--- config.mk ---
export PLATFORM = sky130hd
export DESIGN_NAME = pc_sequencer
export DESIGN_NICKNAME = d
export VERILOG_FILES = /design/src/rtl/pc_sequencer_pkg.sv /design/src/rtl/pc_sequencer_npc.sv /design/src/rtl/pc_sequencer.sv
export SDC_FILE = /design/constraint.sdc
export NUM_CORES = 1
export LEC_CHECK = 0
export ABC_AREA = 1
export ABC_CLOCK_PERIOD_IN_PS = 3850
export BUFFER_PORTS_ARGS = -buffer_cell sky130_fd_sc_hd__clkbuf_2
export CAP_MARGIN = 10
export CORE_MARGIN = 2
export CORE_UTILIZATION = 54
export CTS_CLUSTER_SIZE = 10
export DETAILED_ROUTE_END_ITERATION = 7
export PLACE_DENSITY = 0.82
export SLEW_MARGIN = 20
export SYNTH_ARGS = -nofsm -noshare
export SYNTH_HDL_FRONTEND = slang
export SYNTH_SLANG_ARGS = --single-unit
--- constraint.sdc ---
create_clock -name clk -period 3.85 [get_ports clk]
set_clock_uncertainty 0.1 [all_clocks]
set_input_delay 0.77 -clock clk [delete_from_list [all_inputs] [get_ports clk]]
set_output_delay 0.77 -clock clk [all_outputs]
set_load 0.1 [all_outputs]
--- src/rtl/pc_sequencer_pkg.sv ---
// ============================================================
// pc_sequencer_pkg : shared control encodings (NPC codes, FSM states)
// Revision 1.0
// ============================================================
`default_nettype none

package pc_sequencer_pkg;

   // Next-PC commands driven by the control decoder
   localparam logic [2:0] NPC_PLUS4  = 3'd0;
   localparam logic [2:0] NPC_BRANCH = 3'd1;
   localparam logic [2:0] NPC_JUMP   = 3'd2;
   localparam logic [2:0] NPC_JR     = 3'd3;
   localparam logic [2:0] NPC_EXCEPT = 3'd4;

   // Decoder opcode/funct fields that map onto the NPC commands
   localparam logic [5:0] OP_RTYPE = 6'h00;
   localparam logic [5:0] OP_J     = 6'h02;
   localparam logic [5:0] OP_JAL   = 6'h03;
   localparam logic [5:0] OP_BEQ   = 6'h04;
   localparam logic [5:0] FUNCT_JR = 6'h08;

   localparam logic [31:0] DEF_RESET_VECTOR = 32'h0000_3000;
   localparam logic [31:0] DEF_EXC_VECTOR   = 32'h0000_4180;

   typedef enum logic [1:0] {
      ST_BOOT  = 2'd0,
      ST_RUN   = 2'd1,
      ST_FLUSH = 2'd2,
      ST_WAIT  = 2'd3
   } pc_state_e;

   function automatic logic [31:0] branch_offset(input logic [15:0] imm);
      return {{14{imm[15]}}, imm, 2'b00};
   endfunction

endpackage

`default_nettype wire

--- src/rtl/pc_sequencer_npc.sv ---
// ============================================================
// npc_calc : combinational next-PC selection and exception detect
// Revision 1.0
// ============================================================
`default_nettype none

module npc_calc
   import pc_sequencer_pkg::*;
#(
   parameter logic [31:0] EXC_VECTOR = DEF_EXC_VECTOR
) (
   input  logic [31:0] pc,
   input  logic [2:0]  npc_op,
   input  logic [15:0] imm16,
   input  logic [25:0] jidx,
   input  logic [31:0] rs_val,
   output logic [31:0] npc,
   output logic        exc
);

   logic [31:0] pc_plus4;

   assign pc_plus4 = pc + 32'd4;

   always_comb begin
      npc = EXC_VECTOR;
      exc = 1'b0;
      case (npc_op)
         NPC_PLUS4:  npc = pc_plus4;
         NPC_BRANCH: npc = pc_plus4 + branch_offset(imm16);
         NPC_JUMP:   npc = {pc_plus4[31:28], jidx, 2'b00};
         NPC_JR: begin
            // A misaligned register target faults instead of jumping
            if (rs_val[1:0] == 2'b00) npc = rs_val;
            else                      exc = 1'b1;
         end
         default:    exc = 1'b1;
      endcase
   end

endmodule

`default_nettype wire

--- src/rtl/pc_sequencer.sv ---
// ============================================================
// pc_sequencer : fetch PC register, BOOT/RUN/FLUSH/WAIT control, EPC
// Revision 1.0
// ============================================================
`default_nettype none

module pc_sequencer
   import pc_sequencer_pkg::*;
#(
   parameter logic [31:0] RESET_VECTOR = DEF_RESET_VECTOR,
   parameter logic [31:0] EXC_VECTOR   = DEF_EXC_VECTOR
) (
   input  logic        clk,
   input  logic        rst,
   input  logic [2:0]  npc_op,
   input  logic [15:0] imm16,
   input  logic [25:0] jidx,
   input  logic [31:0] rs_val,
   input  logic        stall,
   input  logic        if_ready,
   output logic        imem_req,
   output logic [31:0] pc,
   output logic [31:0] pc_plus4,
   output logic        nop,
   output logic [31:0] epc,
   output logic [7:0]  exc_cnt
);

   pc_state_e   state_q, state_d;
   logic [31:0] pc_q, pc_d;
   logic [31:0] epc_q, epc_d;
   logic [7:0]  exc_cnt_q, exc_cnt_d;
   logic        imem_req_q, imem_req_d;
   logic        nop_q, nop_d;
   logic [31:0] npc;
   logic        exc;
   logic        advance;

   npc_calc #(
      .EXC_VECTOR (EXC_VECTOR)
   ) u_npc_calc (
      .pc     (pc_q),
      .npc_op (npc_op),
      .imm16  (imm16),
      .jidx   (jidx),
      .rs_val (rs_val),
      .npc    (npc),
      .exc    (exc)
   );

   assign pc_plus4 = pc_q + 32'd4;
   assign advance  = imem_req_q & if_ready & ~stall;

   always_comb begin
      state_d   = state_q;
      pc_d      = pc_q;
      epc_d     = epc_q;
      exc_cnt_d = exc_cnt_q;
      case (state_q)
         ST_BOOT: state_d = ST_RUN;
         ST_RUN: begin
            if (advance) begin
               pc_d = npc;
               if (exc) begin
                  epc_d     = pc_q;
                  exc_cnt_d = (exc_cnt_q == 8'hFF) ? 8'hFF : exc_cnt_q + 8'd1;
                  state_d   = ST_FLUSH;
               end
            end else if (!stall && !if_ready) begin
               state_d = ST_WAIT;
            end
         end
         // The bubble slot ignores npc_op, so a second EXCEPT cannot land here
         ST_FLUSH, ST_WAIT: begin
            if (advance) begin
               pc_d    = pc_plus4;
               state_d = ST_RUN;
            end
         end
         default: state_d = ST_BOOT;
      endcase
      imem_req_d = (state_d != ST_BOOT);
      nop_d      = (state_d != ST_RUN);
   end

   always_ff @(posedge clk) begin
      if (rst) begin
         state_q    <= ST_BOOT;
         pc_q       <= RESET_VECTOR;
         epc_q      <= 32'd0;
         exc_cnt_q  <= 8'd0;
         imem_req_q <= 1'b0;
         nop_q      <= 1'b1;
      end else begin
         state_q    <= state_d;
         pc_q       <= pc_d;
         epc_q      <= epc_d;
         exc_cnt_q  <= exc_cnt_d;
         imem_req_q <= imem_req_d;
         nop_q      <= nop_d;
      end
   end

   assign pc       = pc_q;
   assign epc      = epc_q;
   assign exc_cnt  = exc_cnt_q;
   assign imem_req = imem_req_q;
   assign nop      = nop_q;

endmodule

`default_nettype wire

==> results of run 1 <==
==> worst register-to-register path: cells and delay by family, from the launching register on <==
family | cells | cell delay [ns]
flops | 1 | 0.38
fa+ha+maj | 2 | 0.65
buf+inv | 3 | 0.31
compound gates | 1 | 0.16
xor+xnor | 1 | 0.17
simple gates | 13 | 1.62
==> state kept, by name, summed over array words and instances, names as in the netlist <==
signal and cells:
pc 32, exc_cnt 8, nop 1, epc 32
imem_req 1, state_q 2
==> layout by cell type, fill, tap and decap left out, drive strengths merged <==
cell type    n
nand2      361
clkbuf     198
inv        174
nor2       127
o21ai       92
nand3       83
dfxtp       76
a21oi       69
ha          35
a22oi       24
nor3        20
xor2        15
nand4        9
a31oi        9
buf          8
or2          8
o21bai       5
xnor2        4
clkinvlp     3
a21o         3
a211oi       3
and2         3
clkinv       3
nand3b       2
o21a         2
o221ai       1
a32oi        1
o211ai       1
a221oi       1
o31ai        1
fa           1
==> power by group through the flow <==
stage	Clock [mW]	Combinational, mW	Sequential (mW)
finish	0.841	0.759	0.847
global route	0.883	0.817	0.850
detailed placement	0	0.749	0.863
floorplan	0	0.402	1.02
CTS	0.844	0.753	0.846
global placement	0	0.745	0.861
==> metal layers <==
layer	share of wire	up-vias	GRT usage
met2	0.46	373	0.604
met4	0.038	0	0.137
met1	0.42	3647	0.448
met5	0	-	0
met3	0.078	72	0.0659
li1	-	4084	-
==> cell families (layout without fill, tap and decap cells) <==
logic type | count (synthesis) | after routing | share of synthesized area
fa+ha+maj | 36 | 36 | 0.0681
buf+inv | 210 | 386 | 0.119
simple gates | 613 | 613 | 0.383
compound gates | 212 | 212 | 0.176
xor+xnor | 19 | 19 | 0.0270
flops | 76 | 76 | 0.226
==> layout make-up <==
class,count,area [sq um],area share
clock buffers,12,268,0.0321
flip-flops and latches,76,1550,0.186
well taps,168,210,0.0252
inverters,176,668,0.0801
multi-input cells,880,4620,0.554
clock inverters,4,30.0,0.00360
repair buffers,194,991,0.119
==> Yosys cell counts (all sizes together) (2+ instances only) <==
cell    count  area (sq um)
a21o        3          22.5
nand3b      2          15.0
a211oi      3          22.5
xor2       15           146
ha         35           438
buf         6          35.0
nor3       20           121
inv       175           657
o21bai      5          37.5
o21ai      92           460
a22oi      24           180
o21a        2          15.0
clkbuf     28           105
a21oi      69           349
dfxtp      76          1520
nand3      83           420
a31oi       9          56.3
and2        3          18.8
nor2      127           528
nand4       9          56.3
nand2     361          1370
or2         8          50.1
xnor2       4          35.0
==> worst paths after layout <==
check / start / endpoint / slack [ns]
worst max-delay path: pc[2]$_SDFFE_PP0P_ / pc[21]$_SDFFE_PP0P_ / 0.40
worst min-delay path: epc[1]$_SDFFE_PP0P_ / epc[1]$_SDFFE_PP0P_ / 0.38
worst max register to register: pc[2]$_SDFFE_PP0P_ / pc[21]$_SDFFE_PP0P_ / 0.40
worst min register to register: epc[1]$_SDFFE_PP0P_ / epc[1]$_SDFFE_PP0P_ / 0.38
==> metrics by stage <==
step	util	cells	cell area (sq um)	hold slack [ns]	setup TNS [ns]
4_1_cts	0.691	1510	8340	0.386	0
5_1_grt	0.691	1510	8340	0.403	0
3_3_place_gp	0.667	1494	8040	0.352	0
6_report	0.691	1510	8340	0.380	0
3_5_place_dp	0.667	1494	8040	0.372	0
2_1_floorplan	-	1166	6970	0.390	-0.0315
==> reports/summary.txt, run 1 <==
Starting Density - 0.557
Critical Path RT - 4.01 ns
Port buffer count - 186
CP bufs+invs - 3
P_sw - 0.958 mW
Max transition margin - 0.441
Gate Count Post-Synth - 1166
TritonCTS Buffers - 9
Synthesis-to-layout area growth - 24.0%
Worst-Margin Slew - 0.838 ns
Synthesized area per cell - 5.77 sq um
Total gr overflow - 0
Clock network power share - 0.344
Mapped Nets - 1283
Post-route ant nets - 0
Fillers - 1134
Ordered list of cells on the worst path - ha_1, nand2_2, nor2_4, inv_2, nor2_8, nand2_4, nor3_1, xor2_1, inv_1, ha_1, nand2_1, nor2_1, nand2_1, inv_1, nand4_1, nand4_1, nand3_1, nand3_1, nand2_1, a21oi_1
Root Buffer - clkbuf_16
Final GP Congestion - 0.984
Via count of the routed design - 8176
Largest stage delay, worst path - 0.38 ns
Die Footprint - 13400 sq um
CTS Buffer Depth - 2
Unique masters post-synth - 44
CP max FO - 5
Initial antenna violation count - 0
Post-CTS setup buffer count - 0
1st-iter DRT viols - 675
# nets final - 1454
CP Capture Type - flip-flop
Top FF cell, synth - dfxtp_1
# Max-Cap Violations - 0
EDFF count, synth - 0
Clk Latency, worst-skew pair - 0.34 ns
Crit path max-delay family - simple AND/OR/NAND/NOR gates
CTS tree - built
Cell Area, Synth - 6720 sq um
Vias in the first global route - 7319
Die W - 116 um
Ant diodes - 0
Asr flop ratio synth - 0
Post-DP HPWL - 19200 um
CP Data Arrival Time - 3.61 ns
Max Fclk - 290 MHz
Crit. path cell count - 20
Setup CP Type - flip-flop to flip-flop
Cells on worst reg2reg path - 20
Status - finished clean
Power Dens Cells - 293 nW/um^2
Hold Buf Count CTS - 0
Vias per cell - 5.41
Worst Setup Slack, final - 0.399 ns
Tmin final - 3.45 ns
Total wire length - 23900 um
Setup Slack @ Placement - 0.452 ns
Layout cells sized above 1 - 0.209
I/O pins - 187
WHS Path Cells - 2
Critical path's slowest cell - dfxtp_4
VDD IR-drop max - 0.220 mV
Sequential power share - 0.346
Htree depth - 3
Largest net degree at the start of global routing - 44
Tcrit/Tclk final - 0.896
Yosys warning count - 0
Clock sinks - 76
Mean routed wirelength per cell - 15.8 um
Total power - 2.45 mW
DRC violations left - 0
Crit-path most repeated cell - nand2_1
First-pass GRT wire length - 37100 um
Die Span Y - 116 um
Sw Ratio - 0.392
DRT Pass-1 Iters - 5
Gr usage total - 0.356
Seq/Total Area, Yosys - 0.226
Cell Int Power - 1.49 mW
LEAKAGE - 4.40 nW
# rows - 40
#FFs+latches synth - 76
Final setup violation count - 0
Worst min-delay path class - flip-flop to flip-flop
Startpoint Class - flip-flop
Worst-path clk slew - 0.06 ns
Resized Gates After CTS - 0
Logic pwr share - 0.310
Max-slew violations - 0
Hold Fails Final Rpt - 0
CORE AREA - 12100 sq um
RSZ-0062 raised after global routing - false
(Power assumes the default switching activity.)
==> run 2, diff against run 1 <==
- PLACE_DENSITY: 0.82 -> 0.92
==> reports/summary.txt, run 2 (synthesized netlist as in run 1, its figures left out) <==
Htree depth - 3
Worst-path clk slew - 0.06 ns
Tmin final - 3.61 ns
TritonCTS Buffers - 9
Power Dens Cells - 292 nW/um^2
Setup Slack @ Placement - 0.409 ns
Layout cells sized above 1 - 0.211
VDD IR-drop max - 0.252 mV
Non-Filler Instances - 1512
Status - finished clean
Max-slew violations - 0
Tcrit/Tclk final - 0.938
Fillers - 1093
P_sw - 0.969 mW
Cell Int Power - 1.47 mW
Most frequent cells in the layout - nand2_1, clkbuf_2, inv_1, nor2_1, nand3_1
# rows - 40
Largest net degree at the start of global routing - 45
Starting Density - 0.557
Root Buffer - clkbuf_16
LEAKAGE - 4.41 nW
Via count of the routed design - 8289
Critical Path RT - 3.99 ns
Port buffer count - 186
Final setup violation count - 0
Sw Ratio - 0.397
I/O pins - 187
Post-Place Cells - 1496
Hold_ws - 0.370 ns
Worst min-delay path class - flip-flop to flip-flop
Vias in the first global route - 7411
Mean routed wirelength per cell - 16.1 um
Sequential power share - 0.347
Die W - 116 um
Worst-Margin Slew - 0.862 ns
Gr usage total - 0.358
Hold Fails Final Rpt - 0
Worst Setup Slack, final - 0.238 ns
CORE AREA - 12100 sq um
CTS tree - built
Hold Buf Count CTS - 0
# nets final - 1456
DRC violations left - 0
CP max FO - 6
# Max-Cap Violations - 0
CP Data Arrival Time - 3.75 ns
RSZ-0062 raised after global routing - false
Synthesis-to-layout area growth - 24.4%
Clock network power share - 0.341
CTS Buffer Depth - 2
CP Capture Type - flip-flop
Post-CTS setup buffer count - 0
Leading cell type in the layout, fill and taps excluded - nand2_1
DRT Pass-1 Iters - 6
Clock sinks - 76
Resized Gates After CTS - 0
Initial antenna violation count - 0
Ant diodes - 0
Die Span Y - 116 um
Post-DP HPWL - 19300 um
Startpoint Class - flip-flop
Clk Latency, worst-skew pair - 0.34 ns
First-pass GRT wire length - 37200 um
Max Fclk - 277 MHz
Setup CP Type - flip-flop to flip-flop
1st-iter DRT viols - 836
Logic pwr share - 0.311
Final GP Congestion - 0.980
Die Footprint - 13400 sq um
Vias per cell - 5.48
Total gr overflow - 0
Total wire length - 24300 um
Max transition margin - 0.425
Post-route ant nets - 0
[run 2: changes by cell type in the layout (fill, tap and decap cells not counted), sizes merged]
cell      delta
buf          +2
clkbuf       -2
clkinv       +1
clkinvlp     +1
[run 2: area by class of cell]
type / instances / area, sq um / share of cell area
Clock inverter: 6 / 46.3 / 0.00553
Timing Repair Buffer: 196 / 1020 / 0.122
Clock buffer: 10 / 250 / 0.0299
Inverter: 176 / 668 / 0.0799
Sequential cell: 76 / 1550 / 0.185
Tap cell: 168 / 210 / 0.0251
Multi-Input combinational cell: 880 / 4620 / 0.553
[run 2: per-stage QoR]
step           TNS (ns)  power (mW)  instance area, sq um   util
6_report              0        2.44                  8370  0.694
5_1_grt               0        2.53                  8370  0.694
4_1_cts               0        2.43                  8370  0.694
3_5_place_dp          0        1.61                  8070  0.669
3_3_place_gp          0        1.60                  8070  0.669
2_1_floorplan   -0.0315        1.42                  6970      -
[run 2: per-layer routing]
layer,up-vias,wire (um),track usage
li1,4079,-,-
met1,3650,9930,0.459
met2,484,11200,0.606
met3,76,2380,0.0638
met4,0,805,0.122
met5,-,0,0
[run 2: critical path, cell delays in order, from the launching register on]
cell and delay [ns]:
dfxtp_4 0.38, ha_1 0.25, nand2_2 0.10, nor2_4 0.14
inv_2 0.10, nor2_8 0.10, nand2_4 0.07, nor2_4 0.21
nand3_1 0.13, nand2_1 0.14, inv_1 0.08, ha_1 0.41
nand2_1 0.13, nor2_1 0.28, and2_1 0.19, nand3_1 0.16
nand3_1 0.13, nand2_1 0.05, nand3_1 0.06, nand2_1 0.07
a21oi_1 0.15, nor2_1 0.05
[run 2: worst paths after layout]
check,start,depth (start not counted),to,slack [ns]
max,pc[3]$_SDFFE_PP0P_,21,pc[26]$_SDFFE_PP0P_,0.24
min,epc[18]$_SDFFE_PP0P_,2,epc[18]$_SDFFE_PP0P_,0.37
max reg2reg,pc[3]$_SDFFE_PP0P_,21,pc[26]$_SDFFE_PP0P_,0.24
min reg2reg,epc[18]$_SDFFE_PP0P_,2,epc[18]$_SDFFE_PP0P_,0.37
[run 2: power by group through the flow]
stage	registers [mW]	clock network, mW	logic (mW)
5_1_grt	0.851	0.870	0.814
6_report	0.849	0.833	0.760
3_3_place_gp	0.864	0	0.741
4_1_cts	0.847	0.833	0.751
2_1_floorplan	1.02	0	0.402
3_5_place_dp	0.864	0	0.746
==> run 3, diff against run 2 <==
- ABC_AREA: 1 -> 0
- CORE_UTILIZATION: 54 -> 53
==> reports/summary.txt, run 3 <==
Status - finished clean
Startpoint Class - flip-flop
Unique masters post-synth - 79
1st-iter DRT viols - 594
Critical path's slowest cell - ha_1
Setup CP Type - flip-flop to flip-flop
Total wire length - 22200 um
Initial antenna violation count - 0
Gr usage total - 0.357
Clock sinks - 76
Power Dens Cells - 300 nW/um^2
Final setup violation count - 0
# rows - 38
# nets final - 1092
Area leader, netlist - dfxtp_1
DRT Pass-1 Iters - 6
Layout cells sized above 1 - 0.330
Starting Density - 0.550
Ordered list of cells on the worst path - nand4_4, nor4_4, buf_4, nand2_4, nor2_2, xor2_4, ha_1, nand2_1, o21ai_1, a311oi_1, a21oi_1, nand3_1, a211o_1, a31oi_1
Tmin final - 3.73 ns
Max Fclk - 268 MHz
Worst setup path start - pc[6]$_SDFFE_PP0P_
Vias in the first global route - 6829
Port buffer count - 186
Crit path max-delay family - compound AO/OA/AOI/OAI gates
Worst-Margin Slew - 0.727 ns
LEAKAGE - 3.53 nW
Cell Area, Synth - 6040 sq um
Die Footprint - 12300 sq um
Ant diodes - 0
Largest net degree at the start of global routing - 44
Seq/Total Area, Yosys - 0.252
CP Data Arrival Time - 3.90 ns
CP max FO - 12
Hold Fails Final Rpt - 0
Count leader, synth - nand2_1
Leading cell type in the layout, fill and taps excluded - clkbuf_2
Post-route ant nets - 0
I/O pins - 187
Mean routed wirelength per cell - 19.8 um
Asr flop ratio synth - 0
Htree depth - 3
Hold_ws - 0.351 ns
Worst-path clk slew - 0.07 ns
TritonCTS Buffers - 9
Reg2reg start - pc[6]$_SDFFE_PP0P_
Critical Path RT - 4.02 ns
Tcrit/Tclk final - 0.968
Top cells by count, synth - nand2_1, a21oi_1, dfxtp_1, o21ai_0, nor2_1
Mapped Nets - 919
Hold_sp - epc[24]$_SDFFE_PP0P_
Clk Latency, worst-skew pair - 0.34 ns
CTS tree - built
Largest stage delay, worst path - 0.51 ns
# Max-Cap Violations - 0
Total power - 2.41 mW
Post-DP HPWL - 16900 um
Synth top area share - 0.252
Die W - 111 um
First-pass GRT wire length - 35400 um
Top FF cell, synth - dfxtp_1
#FFs+latches synth - 76
Most frequent cells in the layout - clkbuf_2, nand2_1, a21oi_1, o21ai_0, dfxtp_1
EDFF count, synth - 0
Yosys warning count - 0
Worst min-delay path class - flip-flop to flip-flop
Vias per cell - 6.37
CTS Buffer Depth - 2
Synthesis-to-layout area growth - 33.2%
Final GP Congestion - 0.995
DRC violations left - 0
Synth top area cells - dfxtp_1, a21oi_1, ha_1
Non-Filler Instances - 1120
RSZ-0062 raised after global routing - true
CP Capture Type - flip-flop
Synthesized area per cell - 7.53 sq um
Post-Place Cells - 1103
Hold Buf Count CTS - 0
Die Span Y - 111 um
CP bufs+invs - 1
Total gr overflow - 0
Root Buffer - clkbuf_16
CORE AREA - 11000 sq um
VDD IR-drop max - 0.334 mV
Max-slew violations - 0
Utilization after layout - 0.732
Via count of the routed design - 7137
Max transition margin - 0.512
Gate Count Post-Synth - 802
## run 3: per-stage QoR
step | cell area, sq um | setup slack, ns | setup TNS (ns)
after floorplan | 6670 | -0.305 | -2.30
after global placement | 7710 | 0.121 | 0
after detailed placement | 7710 | 0.0922 | 0
after CTS | 8030 | 0.0883 | 0
after global routing | 8040 | -0.0240 | -0.0240
final | 8040 | 0.124 | 0
## run 3: path summary, 6_finish.rpt
check | to | slack [ns] | depth (start not counted)
hold / removal | epc[24]$_SDFFE_PP0P_ | 0.35 | 2
hold reg to reg | epc[24]$_SDFFE_PP0P_ | 0.35 | 2
setup reg to reg | pc[27]$_SDFFE_PP0P_ | 0.12 | 14
setup / recovery | pc[27]$_SDFFE_PP0P_ | 0.12 | 14
## run 3: where the power goes
group | total, mW | leakage, nW | internal, mW | switching (mW)
clock network | 0.923 | 0.155 | 0.572 | 0.350
registers | 0.830 | 0.629 | 0.797 | 0.0325
logic | 0.658 | 2.74 | 0.195 | 0.463
## run 3: final cells by class
cell class,instances,area (sq um)
clock buffer,11,233
clock inverter,5,83.8
fill,862,2940
inverter,17,63.8
multi-input combinational,659,4760
sequential,76,1590
tap,140,175
timing repair buffer,212,1140
## run 3: kinds of logic (layout without fill, tap and decap cells)
kind of cell / Yosys count / after routing / synth area share
compound gates: 291 / 291 / 0.307
xor+xnor: 45 / 45 / 0.0690
fa+ha+maj: 36 / 36 / 0.0759
buf+inv: 67 / 245 / 0.0535
flops: 76 / 76 / 0.252
mux: 3 / 3 / 0.00539
simple gates: 284 / 284 / 0.237
## run 3: layer usage
metal | vias to the layer above | track usage | wire (um)
met5 | - | 0 | 0
met4 | 0 | 0.166 | 1060
met3 | 81 | 0.0798 | 1980
met2 | 418 | 0.603 | 10700
met1 | 3310 | 0.431 | 8440
li1 | 3328 | - | -
## run 3: timing repair
item                                    4_1_cts  5_1_grt
buffers inserted                              0        1
gates resized for setup                       0        2
endpoints found under the setup margin        0        5
## run 3: worst reg2reg max path: cells and delay by family, from the launching register on
family | cells | cell delay, ns
xor gates and xnor gates | 1 | 0.13
DFF | 1 | 0.42
adders and majority gates | 1 | 0.51
AOI/OAI and AO/OA | 5 | 1.17
buffers and inverters | 1 | 0.20
and+or+nand+nor | 6 | 1.13
